<file path="src/rtl/unary_result_decoder_if.sv">
// Handshake bundle between the unary adder result bus and the thermometer decoder.
// The master drives words in and accepts results; the slave is the decoder.
interface unary_result_decoder_if #(
    parameter int NOF_BITS = 8,
    parameter int CW       = $clog2(2 * NOF_BITS + 1)
);
    logic                    in_valid;
    logic [2*NOF_BITS-1:0]   data_in;
    logic                    in_ready;
    logic                    out_valid;
    logic                    out_ready;
    logic [CW-1:0]           count;
    logic                    bubble_err;

    modport master (
        output in_valid, data_in, out_ready,
        input  in_ready, out_valid, count, bubble_err
    );

    modport slave (
        input  in_valid, data_in, out_ready,
        output in_ready, out_valid, count, bubble_err
    );
endinterface

</file>
<file path="src/rtl/unary_result_decoder.sv">
// Serial LSB-first thermometer-code decoder: counts the leading run of 1s and
// flags bubbles (a 1 above the first 0), returning one result per captured word.
module unary_result_decoder #(
    parameter int NOF_BITS = 8,
    parameter int CW       = $clog2(2 * NOF_BITS + 1)
) (
    input logic                    clk,
    input logic                    rst,
    unary_result_decoder_if.slave  bus
);
    localparam int W = 2 * NOF_BITS;

    typedef enum logic [1:0] {IDLE, SCAN, HOLD} state_t;

    state_t          state_q;
    logic [W-1:0]    sreg_q;
    logic [CW-1:0]   acc_q;
    logic [CW-1:0]   count_q;
    logic            zero_seen_q;
    logic            bubble_q;
    logic            bubble_err_q;
    logic            out_valid_q;
    logic            in_ready_q;

    // Scanning stops as soon as the shifted word is empty, so latency tracks
    // the highest set bit rather than the full word width.
    always_ff @(posedge clk) begin
        if (rst) begin
            state_q      <= IDLE;
            sreg_q       <= '0;
            acc_q        <= '0;
            count_q      <= '0;
            zero_seen_q  <= 1'b0;
            bubble_q     <= 1'b0;
            bubble_err_q <= 1'b0;
            out_valid_q  <= 1'b0;
            in_ready_q   <= 1'b1;
        end else begin
            case (state_q)
                IDLE: begin
                    if (bus.in_valid && in_ready_q) begin
                        sreg_q      <= bus.data_in;
                        acc_q       <= '0;
                        zero_seen_q <= 1'b0;
                        bubble_q    <= 1'b0;
                        in_ready_q  <= 1'b0;
                        state_q     <= SCAN;
                    end
                end
                SCAN: begin
                    if (sreg_q == '0) begin
                        count_q      <= acc_q;
                        bubble_err_q <= bubble_q;
                        out_valid_q  <= 1'b1;
                        state_q      <= HOLD;
                    end else begin
                        if (sreg_q[0]) begin
                            if (!zero_seen_q) begin
                                acc_q <= acc_q + CW'(1);
                            end else begin
                                bubble_q <= 1'b1;
                            end
                        end else begin
                            zero_seen_q <= 1'b1;
                        end
                        sreg_q <= sreg_q >> 1;
                    end
                end
                HOLD: begin
                    if (bus.out_ready) begin
                        out_valid_q  <= 1'b0;
                        count_q      <= '0;
                        bubble_err_q <= 1'b0;
                        in_ready_q   <= 1'b1;
                        state_q      <= IDLE;
                    end
                end
                default: begin
                    state_q <= IDLE;
                end
            endcase
        end
    end

    assign bus.in_ready   = in_ready_q;
    assign bus.out_valid  = out_valid_q;
    assign bus.count      = count_q;
    assign bus.bubble_err = bubble_err_q;

endmodule
</file>
<file path="src/flat_wrapper.sv">
// flat-port wrapper written by rule: the top's interface ports become plain ports
module unary_result_decoder_flat 
#(
    parameter int NOF_BITS = 8,
    parameter int CW       = $clog2(2 * NOF_BITS + 1)
)
  (clk, rst, bus_in_valid, bus_data_in, bus_out_ready, bus_in_ready, bus_out_valid, bus_count, bus_bubble_err);
  unary_result_decoder_if #(.NOF_BITS(NOF_BITS), .CW(CW)) bus_i ();
  input logic clk;
  input logic rst;
  input wire logic [$bits(bus_i.in_valid)-1:0] bus_in_valid;
  input wire logic [$bits(bus_i.data_in)-1:0] bus_data_in;
  input wire logic [$bits(bus_i.out_ready)-1:0] bus_out_ready;
  output wire logic [$bits(bus_i.in_ready)-1:0] bus_in_ready;
  output wire logic [$bits(bus_i.out_valid)-1:0] bus_out_valid;
  output wire logic [$bits(bus_i.count)-1:0] bus_count;
  output wire logic [$bits(bus_i.bubble_err)-1:0] bus_bubble_err;
  assign bus_i.in_valid = bus_in_valid;
  assign bus_i.data_in = bus_data_in;
  assign bus_i.out_ready = bus_out_ready;
  assign bus_in_ready = bus_i.in_ready;
  assign bus_out_valid = bus_i.out_valid;
  assign bus_count = bus_i.count;
  assign bus_bubble_err = bus_i.bubble_err;
  unary_result_decoder #(.NOF_BITS(NOF_BITS), .CW(CW)) u_core (.clk(clk), .rst(rst), .bus(bus_i));
endmodule
</file>
<file path="config.mk">
export PLATFORM = sky130hd
export DESIGN_NAME = unary_result_decoder_flat
export DESIGN_NICKNAME = d
export VERILOG_FILES = /design/src/rtl/unary_result_decoder_if.sv /design/src/rtl/unary_result_decoder.sv /design/src/flat_wrapper.sv
export SDC_FILE = /design/constraint.sdc
export NUM_CORES = 1
export LEC_CHECK = 0
export ABC_AREA = 1
export CAP_MARGIN = 30
export CELL_PAD_IN_SITES_DETAIL_PLACEMENT = 0
export CELL_PAD_IN_SITES_GLOBAL_PLACEMENT = 1
export CORE_UTILIZATION = 37
export DETAILED_ROUTE_END_ITERATION = 6
export PLACE_DENSITY_LB_ADDON = 0.1
export SLEW_MARGIN = 20
export SYNTH_ARGS = -nofsm -noshare
export SYNTH_HDL_FRONTEND = slang
export SYNTH_SLANG_ARGS = --single-unit
</file>
<file path="constraint.sdc">
create_clock -name clk -period 1.79 [get_ports clk]
set_clock_uncertainty 0.2 [all_clocks]
set_input_delay 0.179 -clock clk [delete_from_list [all_inputs] [get_ports clk]]
set_output_delay 0.179 -clock clk [all_outputs]
set_load 0.05 [all_outputs]
</file>
==> results.toml <==
[setup_path]
cp_max_fo = 7
r2r_cells = 8
worst_setup_path_end_kind = "flop"
critPathRequiredTime_ns = 1.77
r2r-end = "u_core.acc_q[2]"
path_depth = 8
path_buf_inv = 3
crit_path_cell_trace = "inv_2 -> nor2_4 -> buf_4 -> o21ai_2 -> nand3_1 -> nand2_1 -> inv_1 -> nor2_1"
cp_slowest_cell = "dfxtp_1"
cp_top_family = "simple AND/OR/NAND/NOR gates"
rr_startpoint = "u_core.state_q[0]"
reg2reg_slack_ns = 0.25
slowest_delay_ns = 0.36
critPathKind = "reg2reg"
timing.critical_path.to = "u_core.acc_q[2]"
critical_path_arrival_ns = 1.52
critPathLaunch = "u_core.state_q[0]"
startpoint_type = "flop"

[floorplan]
core_sq_um = 4350
die-area_sq_um = 4790
die_x_um = 69.2
num_io_pins = 28
die_h_um = 69.2
start_util_pct = 38.4
placementRows = 24

[worst_hold_path]
hp-class = "reg2reg"

[finish]
layout-drive-gt1-share_pct = 13.7
nNetsFinal = 304
insertedDiodeCount = 0
area_delta_synth_final_pct = 25.4
nFillCells = 461

[timing]
setup_viol = 0
fmax_mhz = 648
tightest_slew_ns = 0.294
tns_ns = 0
finalMaxSlewViolations = 0
report.final.hold_viol_count = 0
min_period_ns = 1.54
period_share_pct = 86.3
relSlewSlack_pct = 80.4
rsz0062_at_grt = "false"

[clock_network]
clkTransAtPathRegs_ns = 0.06
ctsLongestPathBuffers = 2
cts_tree = "built"
root_buffer = "clkbuf_8"
clock-sinks = 33
worstSkewPairLatency_ns = 0.28
cts-resized-gates = 0
cts_buffers = 5
cts_hold_buf = 0
htreeDepth = 2

[power_and_ir_drop]
powerDensity_nw_per_um2 = 981
leakage_nw = 0.930
p_total_mw = 2.06
ir_drop_v = 0.000451

[routing]
dr.first_iter.drc_count = 117
wl_per_cell_um = 11.5
dr.pass1.iters = 4
drtAntennaViolNets = 0
routed-via-count = 1654
drt-vias-per-instance = 4.92
drt_wl_total_mm = 3.86
drc = 0

[job]
drv_cap = 0

[synthesis]
yosys_register_bits = 33
ys_seq_area_share_pct = 39.6
synth.avg_cell_area_sq_um = 6.76
synth.area.top_cells = "dfxtp_1 (40%), nand2_1 (21%), nand3_1 (9.3%)"
synth_most_common_cell = "nand2_1"
synthArstFlopShare_pct = 0
netlist_instances = 247
synth_nets = 268
synth.distinct_cells = 21
synth-edff-count = 0
synth_top_area_share_pct = 39.6
synth_flop_cell = "dfxtp_1"
synth_warnings = 0
yosysTopAreaCell = "dfxtp_1"
ys_top_cells_by_count = "nand2_1 (92), dfxtp_1 (33), nand3_1 (31), a21oi_1 (25), nor2_1 (16)"
synth_area_sq_um = 1670

[grt]
grt-ovfl-total = 0
grt_max_degree = 18
track_usage_pct = 17.7
grt_pass1_wl_mm = 6.92
grt_pass1_vias = 1497
antenna_found_initial = 0

[place]
numPortBuffers = 27
hpwlAfterDp_mm = 2.81
place_congestion = 0.733

[outcome]
status = "complete, no violations"
## worst min path at each step
stage / end / slack [ns] / startpoint / cells past startpoint
after detailed placement: u_core.bus.out_valid / 0.26 / u_core.bus.out_valid / 2
after CTS: u_core.bus.out_valid / 0.27 / u_core.bus.out_valid / 2
final: u_core.bus.out_valid / 0.27 / u_core.bus.out_valid / 2
after global placement: u_core.bus.out_valid / 0.26 / u_core.bus.out_valid / 2
after floorplan: u_core.state_q[1] / 0.15 / bus_out_ready / 3
after global routing: u_core.sreg_q[7] / 0.30 / u_core.sreg_q[7] / 2
## worst reg2reg max path, stage by stage (launching register included)
cell	delay, ns
dfxtp_1	0.36
inv_2	0.08
nor2_4	0.18
buf_4	0.18
o21ai_2	0.11
nand3_1	0.18
nand2_1	0.08
inv_1	0.05
nor2_1	0.03
## power by group
group / switching [mW] / leakage (nW) / internal (mW)
Combinational: 0.373 / 0.620 / 0.253
Clock: 0.257 / 0.0395 / 0.276
Sequential: 0.0776 / 0.270 / 0.819
## cell families (layout without fill, tap and decap cells)
family / count (synthesis) / count (layout) / synth area share, %
buffers and inverters: 31 / 68 / 9.14
and+or+nand+nor: 154 / 154 / 41.0
DFF: 33 / 33 / 39.6
adders and majority gates: 1 / 1 / 0.749
AOI/OAI and AO/OA: 28 / 28 / 9.51
## cells in the final DEF, fill, tap and decap left out
cell	count
a21oi_1	25
clkbuf_8	5
clkdlybuf4s50_1	19
inv_2	2
clkinv_2	1
ha_1	1
clkbuf_1	3
inv_1	15
nor2_1	16
nor2_4	3
nand4_1	9
dfxtp_1	33
o21ai_2	1
or2_2	1
nand3_4	1
o41ai_1	1
nand2_4	1
nand3_1	31
buf_4	23
nand2_1	92
a21oi_4	1
## state kept, by name, summed over array words and instances (netlist names)
signal	flops
u_core.acc_q	5
u_core.bus.count	5
u_core.zero_seen_q	1
u_core.bubble_q	1
u_core.bus.out_valid	1
u_core.bus.bubble_err	1
u_core.sreg_q	16
u_core.state_q	2
u_core.bus.in_ready	1
## timing repair
item / in CTS / in global routing
endpoints found under the setup margin: 0 / 6
hold endpoints to repair: 0 / 0
buffers inserted: 0 / 2
## layer usage
| metal | share of wire (%) | track usage [%] | vias up | wire, um |
|---|---|---|---|---|
| met5 | 0 | 0 | - | 0 |
| met4 | 0.93 | 6.12 | 0 | 36 |
| met3 | 2.2 | 3.49 | 5 | 86 |
| met2 | 45 | 27.7 | 21 | 1750 |
| met1 | 51 | 24.3 | 757 | 1990 |
| li1 | - | - | 871 | - |
## per-stage QoR
step	cell area (sq um)	instances	setup slack [ns]	hold WS, ns	utilization, %
5_1_grt	2090	336	0.0900	0.299	48.1
4_1_cts	2080	334	0.149	0.267	47.8
3_5_place_dp	2000	326	0.0288	0.259	45.9
3_3_place_gp	2000	326	0.0420	0.259	45.9
2_1_floorplan	1670	247	0.0210	0.149	-
6_report	2090	336	0.246	0.266	48.1
## final cells by class
cell class	instances	area [sq um]	share of cell area (%)
Multi-Input combinational cell	183	857	40.9
Timing Repair Buffer	42	363	17.3
Sequential cell	33	661	31.5
Clock buffer	8	80.1	3.82
Inverter	18	68.8	3.29
Tap cell	52	65.1	3.11
No activity file was read; power rests on OpenSTA's default activity.
